==> src/rtl/ltssm_pkg.sv <==
`default_nettype none
// ============================================================================
// Module      : ltssm_pkg
// Description : Shared LTSSM definitions. Holds the Receiver Detection
//               sequencer state type and a small constant helper used to
//               size the sequencer's down-counter.
// Revision    : 1.0  initial release
// ============================================================================
package ltssm_pkg;

    // Receiver Detection sequencer states.
    typedef enum logic [2:0] {
        RXDET_IDLE    = 3'd0,
        RXDET_CHARGE  = 3'd1,
        RXDET_SAMPLE  = 3'd2,
        RXDET_REPORT  = 3'd3,
        RXDET_RETRY   = 3'd4,
        RXDET_HOLDOFF = 3'd5
    } rxdet_sm_e;

    // Largest of three integers. Used at elaboration time only.
    function automatic int max3(input int a, input int b, input int c);
        int m;
        m = a;
        if (b > m) m = b;
        if (c > m) m = c;
        return m;
    endfunction

endpackage : ltssm_pkg
`default_nettype wire

==> src/rtl/rxdet_lane_filter.sv <==
`default_nettype none
// ============================================================================
// Module      : rxdet_lane_filter
// Description : Per-lane AND accumulator for the receiver-detect comparators.
//               A lane survives only if its comparator is high on every
//               enabled cycle since the last clear.
// Ports       : clk_i   - clock
//               rst_ni  - asynchronous active-low reset
//               clr_i   - preset every lane of the accumulator to 1
//               en_i    - fold the current comparator values in (acc &= cmp)
//               cmp_i   - per-lane comparator inputs
//               acc_o   - registered accumulator
// Revision    : 1.0  initial release
// ============================================================================
module rxdet_lane_filter #(
    parameter int NUM_LANES = 4
) (
    input  logic                 clk_i,
    input  logic                 rst_ni,
    input  logic                 clr_i,
    input  logic                 en_i,
    input  logic [NUM_LANES-1:0] cmp_i,
    output logic [NUM_LANES-1:0] acc_o
);

    logic [NUM_LANES-1:0] r_acc;

    always_ff @(posedge clk_i or negedge rst_ni) begin
        if (!rst_ni) begin
            r_acc <= '0;
        end else if (clr_i) begin
            r_acc <= '1;
        end else if (en_i) begin
            r_acc <= r_acc & cmp_i;
        end
    end

    assign acc_o = r_acc;

endmodule : rxdet_lane_filter
`default_nettype wire

==> src/rtl/rxdet_sequencer.sv <==
`default_nettype none
// ============================================================================
// Module      : rxdet_sequencer
// Description : PCIe Receiver Detection sequencer. While the Detect
//               controller holds detect_active_i, charges the TX common mode
//               on all lanes, filters the per-lane detect comparators, and
//               reports the result with a one-cycle lane_detect_o pulse plus
//               a registered presence mask. Retries after a gap when no
//               receiver is found; holds off after a success until the
//               controller leaves Detect.Active.
// Ports       : clk_i            - clock
//               rst_ni           - asynchronous active-low reset
//               detect_active_i  - high while the controller is in Detect.Active
//               rxdet_cmp_i      - per-lane analog detect comparators
//               rxdet_en_o       - per-lane charge/detect enable
//               tx_elec_idle_o   - TX electrical idle request
//               lane_detect_o    - one-cycle "receiver present" pulse
//               lanes_present_o  - presence mask from the last completed attempt
//               busy_o           - attempt in progress (CHARGE..RETRY)
// Revision    : 1.0  initial release
// ============================================================================
module rxdet_sequencer
    import ltssm_pkg::*;
#(
    parameter int NUM_LANES     = 4,
    parameter int SETTLE_CYCLES = 16,
    parameter int SAMPLE_CYCLES = 4,
    parameter int RETRY_GAP     = 8
) (
    input  logic                 clk_i,
    input  logic                 rst_ni,
    input  logic                 detect_active_i,
    input  logic [NUM_LANES-1:0] rxdet_cmp_i,
    output logic [NUM_LANES-1:0] rxdet_en_o,
    output logic                 tx_elec_idle_o,
    output logic                 lane_detect_o,
    output logic [NUM_LANES-1:0] lanes_present_o,
    output logic                 busy_o
);

    // Counter holds at most max-1, so $clog2(max) bits suffice; keep at
    // least one bit so that all-ones-cycle parameterisations still elaborate.
    localparam int CNT_MAX = max3(SETTLE_CYCLES, SAMPLE_CYCLES, RETRY_GAP);
    localparam int CNT_W   = (CNT_MAX > 1) ? $clog2(CNT_MAX) : 1;

    localparam logic [CNT_W-1:0] c_settle_ld = CNT_W'(SETTLE_CYCLES - 1);
    localparam logic [CNT_W-1:0] c_sample_ld = CNT_W'(SAMPLE_CYCLES - 1);
    localparam logic [CNT_W-1:0] c_retry_ld  = CNT_W'(RETRY_GAP - 1);

    rxdet_sm_e            r_state;
    rxdet_sm_e            w_state_next;
    logic [CNT_W-1:0]     r_cnt;
    logic [CNT_W-1:0]     w_cnt_next;
    logic                 w_cnt_zero;
    logic [NUM_LANES-1:0] r_lanes_present;
    logic [NUM_LANES-1:0] w_acc;
    logic                 w_filt_clr;
    logic                 w_filt_en;
    logic                 w_load_present;

    assign w_cnt_zero = (r_cnt == '0);

    // ------------------------------------------------------------------
    // State and counter registers
    // ------------------------------------------------------------------
    always_ff @(posedge clk_i or negedge rst_ni) begin
        if (!rst_ni) begin
            r_state <= RXDET_IDLE;
            r_cnt   <= '0;
        end else begin
            r_state <= w_state_next;
            r_cnt   <= w_cnt_next;
        end
    end

    // ------------------------------------------------------------------
    // Next-state, counter and output decode. Outputs depend on r_state
    // (and the registered mask) only, never on the inputs.
    // ------------------------------------------------------------------
    always_comb begin
        w_state_next   = r_state;
        // Saturating decrement: the counter never wraps below zero.
        w_cnt_next     = w_cnt_zero ? r_cnt : (r_cnt - CNT_W'(1));
        rxdet_en_o     = '0;
        tx_elec_idle_o = 1'b1;
        lane_detect_o  = 1'b0;
        busy_o         = 1'b0;

        case (r_state)
            RXDET_IDLE: begin
                if (detect_active_i) begin
                    w_state_next = RXDET_CHARGE;
                    w_cnt_next   = c_settle_ld;
                end
            end

            RXDET_CHARGE: begin
                rxdet_en_o     = '1;
                tx_elec_idle_o = 1'b0;
                busy_o         = 1'b1;
                if (!detect_active_i) begin
                    w_state_next = RXDET_IDLE;
                end else if (w_cnt_zero) begin
                    w_state_next = RXDET_SAMPLE;
                    w_cnt_next   = c_sample_ld;
                end
            end

            RXDET_SAMPLE: begin
                rxdet_en_o     = '1;
                tx_elec_idle_o = 1'b0;
                busy_o         = 1'b1;
                // Abort wins over completing the attempt, even on the
                // final sample cycle.
                if (!detect_active_i) begin
                    w_state_next = RXDET_IDLE;
                end else if (w_cnt_zero) begin
                    w_state_next = RXDET_REPORT;
                end
            end

            RXDET_REPORT: begin
                busy_o        = 1'b1;
                lane_detect_o = |r_lanes_present;
                if (|r_lanes_present) begin
                    w_state_next = RXDET_HOLDOFF;
                end else begin
                    w_state_next = RXDET_RETRY;
                    w_cnt_next   = c_retry_ld;
                end
            end

            RXDET_RETRY: begin
                busy_o = 1'b1;
                if (!detect_active_i) begin
                    w_state_next = RXDET_IDLE;
                end else if (w_cnt_zero) begin
                    w_state_next = RXDET_CHARGE;
                    w_cnt_next   = c_settle_ld;
                end
            end

            RXDET_HOLDOFF: begin
                if (!detect_active_i) begin
                    w_state_next = RXDET_IDLE;
                end
            end

            default: begin
                w_state_next = RXDET_IDLE;
            end
        endcase
    end

    // ------------------------------------------------------------------
    // Comparator filter. Presetting throughout CHARGE leaves the
    // accumulator all-ones on the first SAMPLE cycle.
    // ------------------------------------------------------------------
    assign w_filt_clr = (r_state == RXDET_CHARGE);
    assign w_filt_en  = (r_state == RXDET_SAMPLE);

    rxdet_lane_filter #(
        .NUM_LANES (NUM_LANES)
    ) u_lane_filter (
        .clk_i  (clk_i),
        .rst_ni (rst_ni),
        .clr_i  (w_filt_clr),
        .en_i   (w_filt_en),
        .cmp_i  (rxdet_cmp_i),
        .acc_o  (w_acc)
    );

    // The mask is captured on the edge entering REPORT. The final sample
    // cycle's comparator is folded in here, since the filter register
    // would only absorb it on that same edge.
    assign w_load_present = (r_state == RXDET_SAMPLE) &&
                            (w_state_next == RXDET_REPORT);

    always_ff @(posedge clk_i or negedge rst_ni) begin
        if (!rst_ni) begin
            r_lanes_present <= '0;
        end else if (w_load_present) begin
            r_lanes_present <= w_acc & rxdet_cmp_i;
        end
    end

    assign lanes_present_o = r_lanes_present;

endmodule : rxdet_sequencer
`default_nettype wire

==> config.mk <==
export PLATFORM = sky130hd
export DESIGN_NAME = rxdet_sequencer
export DESIGN_NICKNAME = d
export VERILOG_FILES = /design/src/rtl/ltssm_pkg.sv /design/src/rtl/rxdet_lane_filter.sv /design/src/rtl/rxdet_sequencer.sv
export SDC_FILE = /design/constraint.sdc
export NUM_CORES = 1
export LEC_CHECK = 0
export CORE_ASPECT_RATIO = 0.9
export CORE_MARGIN = 2
export CORE_UTILIZATION = 60
export CTS_CLUSTER_SIZE = 25
export DETAILED_ROUTE_END_ITERATION = 8
export DONT_BUFFER_PORTS = 1
export GPL_TIMING_DRIVEN = 0
export PLACE_DENSITY = 0.84
export SLEW_MARGIN = 20
export SYNTH_ARGS = -nofsm -noshare
export SYNTH_HDL_FRONTEND = slang
export SYNTH_HIERARCHICAL = 1
export SYNTH_SLANG_ARGS = --single-unit
export TNS_END_PERCENT = 1
==> constraint.sdc <==
create_clock -name clk_i -period 1.9 [get_ports clk_i]
set_input_delay 0.285 -clock clk_i [delete_from_list [all_inputs] [get_ports clk_i]]
set_output_delay 0.285 -clock clk_i [all_outputs]
set_load 0.01 [all_outputs]
==> flow_summary.toml, run 1 <==
[worst_setup_path]
end_kind = "register"
crit_start = "r_cnt[0]"
r2r_start = "r_cnt[0]"
worstSetupPathType = "reg -> reg"
regToRegSetupSlack_ns = 0.08
path_max_fanout = 5
critPathArrivalTime_ns = 1.98
start_kind = "register"
cp_data_required_time_ns = 2.06
endpoint = "r_cnt[0]"
ff2ff_path_depth = 7
rr_endpoint = "r_cnt[0]"

[clocking]
root_buffer = "clkbuf_4"
clockBufferDepth = 2
cts.clk_slew.worst_paths_ns = 0.09
cts_max_level = 1
cts_sinks = 15
numCtsBuffers = 3
cts_tree = "done"
clk-insertion-delay-late_ns = 0.27

[synthesis]
ys_async_sr_fraction = 1.00
yosysUniqueCellTypes = 36
ys_seq_area_frac = 0.405
yosysWarnings = 6
postSynthCellCount = 93
yosys.area.top_type = "dfrtp_1"
synthFlopType = "dfrtp_1"
ys_ff_latch = 15
synth_edf_count = 0
syn_nets = 102
synthTopCellsByArea = "dfrtp_1, mux2i_1, inv_1"
yosysTopAreaCellShare = 0.405
syn_avg_cell_area_um2 = 9.96
synth_area_um2 = 926

[die]
die_w_um = 45.4
rows = 13
die_h_um = 41.3
initial_utilization = 0.640
core_area_um2 = 1450
ioPinCount = 18
die_area_um2 = 1870

[grt]
grt_util_all_layers = 0.201
grt_first_pass_wirelength_mm = 2.67
grt_antenna_before_repair = 0
grt_pass1_vias = 587
grt_max_degree = 16
overflow = 0

[finish]
drive_gt1_frac = 0.200
syn_to_final_growth_pct = 10.3
final_core_util = 0.705
n_fill_cell = 101
antenna_cells = 0
nNetsFinal = 110

[place]
post-place-ws_ns = -0.0319
place_congestion = 0.913
hpwl_mm = 1.29
io_buffers = 0

[timing]
fin_crit_ns = 1.82
slew_violations = 0
worst_pin_slew_ns = 0.657
setup_viol = 0
hold_viol_final = 0
tns_ns = 0
fin_worst_skew_ns = 0.000733
fmax_mhz = 548
period_share = 0.960
relSlewSlack = 0.561
fin_ws_ns = 0.0751
rsz0062_at_grt = "no"

[drt]
drtIter0Drc = 16
dr.pass1.iters = 4
wl_per_cell_um = 15.4
wirelength_mm = 1.77
routed_via_density = 6.03
drc = 0
antenna_left = 0
num_vias = 693

[hold_path]
min_path_type = "in -> reg"

[flow_run]
max_cap_violations = 0

[power]
p_leak_uw = 0.000476
finalPower_uw = 752
power_density_nw_per_um2 = 736
ir_drop_v = 0.000486

[outcome]
outcome = "complete, no violations"
layout by cell type, fill, tap and decap left out, drive strengths merged:
cell and instances:
nor2b 2, nor3 2, nand3 1, xnor2 1, nand2 6, o221ai 1
clkbuf 5, nor4b 1, a31oi 1, o311ai 1, buf 8, dlygate4sd3 1
and3 2, nor2 5, ha 2, a2bb2oi 1, a21o 4, inv 11
nand2b 6, and4 1, dfrtp 15, o211ai 2, nor4 1, o22ai 2
nor3b 3, a222oi 1, a21oi 1, nand3b 2, a211o 1, o21ai 2
mux2i 8
cells by family after synthesis:
logic type,after synthesis,share of synthesized area
and+or+nand+nor,32,0.239
buffers and inverters,18,0.0986
AOI/OAI and AO/OA,17,0.134
DFF,15,0.405
muxes,8,0.0865
adders and majority gates,2,0.0270
xor gates and xnor gates,1,0.00946
power breakdown:
| group | internal, uW | switching [uW] |
|---|---|---|
| Combinational | 82.9 | 83.9 |
| Clock | 81.2 | 96.3 |
| Sequential | 352 | 55.6 |
what timing repair did:
item	in CTS	in global routing
hold buffers	1	0
setup buffers	0	2
hold endpoints to repair	15	0
gates resized for setup	3	1
setup endpoints to repair	5	1
gates cloned	0	0
pin swaps	0	1
synth_stat cells (2+ instances only):
library cell,count
dfrtp_1,15
nor2_1,5
nand2_1,6
mux2i_1,8
ha_1,2
inv_1,10
nor2b_1,2
nor3b_1,2
nand2b_1,6
nor3_1,2
buf_4,4
a21o_1,4
o211ai_1,2
nand3b_1,2
o22ai_1,2
registers in the layout, summed over array words and instances, names as in the netlist:
register,cells
r_state,3
u_lane_filter/acc_o,4
lanes_present_o,4
r_cnt,4
area by class of cell:
cell class                      instances  area [um2]  area share
Buffer                                  7        50.0      0.0490
Clock buffer                            4        26.3      0.0257
Inverter                               11        41.3      0.0404
Multi-Input combinational cell         60         484       0.474
Sequential cell                        15         375       0.368
Tap cell                               15        18.8      0.0184
Timing Repair Buffer                    3        25.0      0.0245
routing by layer:
metal	GRT usage	part of all wire	routed length, um
met1	0.291	0.46	818
met2	0.342	0.49	868
met3	0.0264	0.047	83
met4	0	0	0
met5	0	0	0
worst max-delay path: stages (launching register included):
cell	delay, ns
dfrtp_1	0.43
inv_1	0.08
ha_2	0.22
nor3b_4	0.23
inv_2	0.09
ha_4	0.28
nor2_1	0.04
a222oi_1	0.34
worst min path at each step:
stage / startpoint / endpoint / slack [ns] / depth (start not counted)
2_1_floorplan: rst_ni / lanes_present_o[0] / -0.01 / 0
6_report: rxdet_cmp_i[1] / lanes_present_o[1] / 0.15 / 2
3_3_place_gp: rst_ni / r_state[0] / -0.01 / 0
4_1_cts: rxdet_cmp_i[1] / lanes_present_o[1] / 0.15 / 2
3_5_place_dp: rst_ni / r_state[0] / -0.01 / 0
5_1_grt: rxdet_cmp_i[1] / lanes_present_o[1] / 0.15 / 2
metrics by stage:
step	hold WS [ns]	std cells	instance area [um2]
after floorplan	-0.0106	93	926
after global placement	-0.0103	108	945
after detailed placement	-0.0103	108	945
after CTS	0.146	113	993
after global routing	0.151	115	1020
final	0.148	115	1020
Power figures use the tool's default switching activity.
==> run 2, diff against run 1 <==
- clock period: 1.9 -> 2.02 ns (I/O delays scaled with it)
==> run 2 against run 1 <==
  * Routed wire length down 2.4%
  * Sequential power down 6.6%
  * Total power down 6.7%
  * Largest power group unchanged
  * Flip-flop and latch count unchanged
==> flow_summary.toml, run 2 (same netlist as run 1, synthesis figures left out) <==
[outcome]
outcome = "complete, no violations"

[clocking]
cts.clk_slew.worst_paths_ns = 0.09
cts_max_level = 1
numCtsBuffers = 3
root_buffer = "clkbuf_4"
clk-insertion-delay-late_ns = 0.27
cts_sinks = 15
cts_tree = "done"
post_cts_buffers = 0
clockBufferDepth = 2

[power]
finalPower_uw = 701
p_leak_uw = 0.000466
ir_drop_v = 0.000454
power_density_nw_per_um2 = 706

[die]
die_area_um2 = 1870
core_area_um2 = 1450
rows = 13
die_h_um = 41.3
initial_utilization = 0.640
ioPinCount = 18
die_w_um = 45.4

[grt]
grt_first_pass_wirelength_mm = 2.64
grt_pass1_vias = 577
use_met1 = 0.291
global_route.usage.met3 = 0.0264
grt_max_degree = 16
grt_antenna_before_repair = 0
overflow = 0
grt_util_all_layers = 0.198
grt-busiest-layer = "met2"
met2_usage = 0.331

[drt]
num_vias = 683
wirelength_mm = 1.73
routed_via_density = 6.04
dr.pass1.iters = 5
drc = 0
antenna_left = 0
wl_per_cell_um = 15.3
drtIter0Drc = 20

[place]
place_congestion = 0.913
postPlaceCellArea_um2 = 945
hpwl_mm = 1.29
io_buffers = 0
dp.cells = 108

[timing]
setup_viol = 0
rsz0062_at_grt = "no"
period_share = 0.937
slew_violations = 0
relSlewSlack = 0.552
fin_worst_skew_ns = 0.000711
fin_crit_ns = 1.89
hold_viol_final = 0
tns_ns = 0
worst_pin_slew_ns = 0.670
fmax_mhz = 528

[worst_setup_path]
end_kind = "register"
critPathBufInv = 2
cp_top_family = "adder cells"
path_cells = "inv_1 -> ha_2 -> nor3b_4 -> inv_2 -> ha_1 -> nor2_1 -> a222oi_1"
path_max_fanout = 5
start_kind = "register"
cpMaxStageDelayCell = "dfrtp_1"
slowest_delay_ns = 0.40
cp_data_required_time_ns = 2.18
worstSetupPathType = "reg -> reg"
critPathArrivalTime_ns = 2.05

[finish]
mostFrequentLayoutCells = "dfrtp_1, inv_1, mux2i_1, nand2b_1, nand2_1"
instances_no_fill = 113
layout_commonest_cell = "dfrtp_1"
finish.instance_area_um2 = 993
drive_gt1_frac = 0.173
nNetsFinal = 108
syn_to_final_growth_pct = 7.30
antenna_cells = 0

[hold_path]
min_path_type = "in -> reg"

[flow_run]
max_cap_violations = 0
## run 2: cell count changes in the layout (fill, tap and decap cells not counted)
| cell | delta |
|---|---|
| buf_4 | -2 |
| ha_1 | +1 |
| ha_4 | -1 |
## run 2: final cells by class
class / instances / area [um2]
multi-input cells: 60 / 472
fillers: 104 / 454
flip-flops and latches: 15 / 375
plain buffers: 7 / 50.0
inverters: 11 / 41.3
clock buffers: 4 / 26.3
well taps: 15 / 18.8
repair buffers: 1 / 10.0
## run 2: worst register-to-register path, cell delays in order (launching register included)
cell and delay, ns:
dfrtp_1 0.40, inv_1 0.07, ha_2 0.22, nor3b_4 0.24, inv_2 0.10, ha_1 0.32, nor2_1 0.06, a222oi_1 0.37
## run 2: through the flow
step | util | hold slack [ns] | setup WS, ns
floorplan | - | 0.00741 | 0.328
global placement | 0.653 | 0.00767 | 0.173
detailed placement | 0.653 | 0.00768 | 0.0881
CTS | 0.678 | 0.164 | 0.0383
global route | 0.686 | 0.169 | 0.0412
finish | 0.686 | 0.164 | 0.127
## run 2: final timing paths
path	endpoint	slack, ns	cells after the start	from
worst max-delay path	r_cnt[0]	0.13	7	r_cnt[0]
worst min-delay path	lanes_present_o[1]	0.16	2	rxdet_cmp_i[1]
worst max register to register	r_cnt[0]	0.13	7	r_cnt[0]
worst min register to register	u_lane_filter/acc_o[3]	0.49	1	u_lane_filter/acc_o[3]
max in group asynchronous	r_cnt[2]	1.10	1	rst_ni
min in group asynchronous	r_state[0]	0.50	1	rst_ni
## run 2: where the power goes
| part | internal (uW) | switching [uW] |
|---|---|---|
| Sequential | 331 | 49.5 |
| Combinational | 73.5 | 79.1 |
| Clock | 76.4 | 92.0 |
| Total | 481 | 221 |
## run 2: timing repair
item / 4_1_cts / 5_1_grt
resized for setup: 0 / 3
hold buffers: 1 / 0
endpoints found under the hold margin: 15 / 0
endpoints found under the setup margin: 0 / 5
## run 2: routing by layer
layer  vias up  wire length, um
li1        333                -
met5         -                0
met2        25              842
met1       325              779
met3         0              105
met4         0                0
==> run 3, diff against run 2 <==
- SLEW_MARGIN: 20 -> 25
==> results of run 3 <==
Final layout, timing and power as in run 2 (identical DEF).
==> RTL change: new RTL, flow settings as in run 1 <==
Change the parameter `RETRY_GAP` from 8 to 16.
--- a/src/rtl/rxdet_sequencer.sv
+++ b/src/rtl/rxdet_sequencer.sv
@@ -26,5 +26,5 @@
     parameter int SETTLE_CYCLES = 16,
     parameter int SAMPLE_CYCLES = 4,
-    parameter int RETRY_GAP     = 8
+    parameter int RETRY_GAP     = 16
 ) (
     input  logic                 clk_i,
Behaviour: no difference found for any inputs over 10 cycles, from zero or initial values and one cycle with rst_ni low; that may be too few to reach the edited logic, so the function may still have changed.
==> RTL change against run 1 <==
  * The flow now finishes with violations (setup timing)
  * Worst hold slack got worse by 0.030 ns
  * Area after synthesis decreased by 6.4%
  * Sequential cell count unchanged
  * Wire length increased by 4.6%
  * Power increased by 15%
  * Die area decreased by 5.8%
  * Final area decreased by 3.2%
  * Worst setup slack got worse by 0.14 ns
  * Fmax decreased by 7.1%
  * Critical endpoint unchanged
==> RTL change: results (changes against run 1) <==
top cells by count, synth = dfrtp_1, nand2_1, nand2b_1, o21ai_0
leakage power = 0.4105 nW (-14%)
total number of vias = 692 (-0.14%)
Distinct cells, synth = 35 (-2.8%)
failing checks = setup timing
dpl cell area = 887.1 um^2 (-6.1%)
Worst Hold Path EP = lanes_present_o[0]
DR WL met3 = 74 um (-11%)
met1 usage = 30.51% (+1.4 points)
clk_lat worst skew = 0.29 ns (+0.02 ns)
Max-slew headroom = 53.95% (-2.1 points)
Filler cells = 92 (-8.9%)
FFs & Latches = 15 (unchanged)
Comb group = 0.287 mW (+72%)
Routed wire per std cell = 15.81 um (+2.8%)
Signal inverters = 3 (-8)
Reg2Reg Depth = 8 (+1)
post-route cell area = 988.4 um^2 (-3.2%)
DP HPWL = 1241 um (-4.1%)
DR iter-0 viols = 12 (-4)
Clock Skews = 0.003798 ns (+0.003065 ns)
Final Wtd Congestion = 0.7718 (-15%)
Internal Pwr Total = 0.5797 mW (+12%)
routed wl met2 = 962 um (+11%)
status = finished with violations
highest routed metal layer = met4
number of global-route vias before repair = 652 (+11%)
wirelength, routed = 1850 um (+4.6%)
Final clock-cell share = 2.785% (+0.21 points)
Worst Setup Slack, final = -0.06467 ns (-0.1398 ns)
post-place setup slack = -0.1895 ns (-0.1576 ns)
first-pass GRT wire length = 3022 um (+13%)
GRT Overall Usage = 25.45% (+5.4 points)
layout cells sized above 1 = 21.36% (+1.4 points)
#MultiIn Comb = 68 (+13%)
global-route track usage on met2 = 41.91% (+7.8 points)
met1 WL = 782 um (-4.4%)
number of signal-net buffers in the layout = 13 (+3)
VDD IR-drop max = 0.0006365 V (+31%)
Final setup violation count = 1 (+1)
Signal buf overhead = 9.367% (+2.0 points)
syn_nets = 103 (+0.98%)
Data arrival, critical path = 2.16 ns (+0.18 ns)
## RTL change: cell count changes after synthesis, moves of 2 or more
cell	before	now
a21oi_1	1	5
inv_1	10	3
mux2i_1	8	1
nand2_1	6	12
nand3b_1	2	0
o21ai_0	1	7
or3b_1	0	2
## RTL change: worst max-delay path by stage
stage | startpoint | end | cells past startpoint
global route | r_cnt[0] | r_cnt[0] | 8
finish | r_cnt[0] | r_cnt[0] | 8
CTS | r_cnt[0] | r_cnt[0] | 8
detailed placement | r_cnt[0] | r_cnt[0] | 8
global placement | r_cnt[0] | r_cnt[0] | 8
floorplan | r_cnt[0] | r_cnt[0] | 8
## RTL change: stage by stage
step | total power [mW] | TNS, ns | hold WS [ns]
after floorplan | 0.5719 | -0.03615 | -0.01059
after global placement | 0.6015 | -0.1217 | -0.01023
after detailed placement | 0.6155 | -0.1895 | -0.01022
after CTS | 0.8645 | -0.04830 | 0.1172
after global routing | 0.9303 | -0.1691 | 0.1321
final | 0.8659 | -0.06467 | 0.1182
## RTL change: timing repair
item / 4_1_cts / 5_1_grt
setup buffers: 4 / 0
resized for setup: 6 / 2
hold buffers: 1 / 0
endpoints found under the setup margin: 5 / 9
hold endpoints to repair: 15 / 0
pin swaps: 1 / 1
## RTL change: worst max-delay path, cell delays in order, from the launching register on
cell and delay (ns):
dfrtp_1 0.40, inv_2 0.09, ha_4 0.15, or3b_1 0.36, buf_6 0.13, ha_1 0.28, nor2_1 0.06, a32o_1 0.23
a221oi_2 0.18
## RTL change: cell families after synthesis
| group | share of synthesized area, % |
|---|---|
| muxes | 1.154 |
| buffers and inverters | 7.214 |
| xor gates and xnor gates | 1.010 |
| adders and majority gates | 2.886 |
| AOI/OAI and AO/OA | 19.48 |
| and+or+nand+nor | 24.96 |
| DFF | 43.29 |
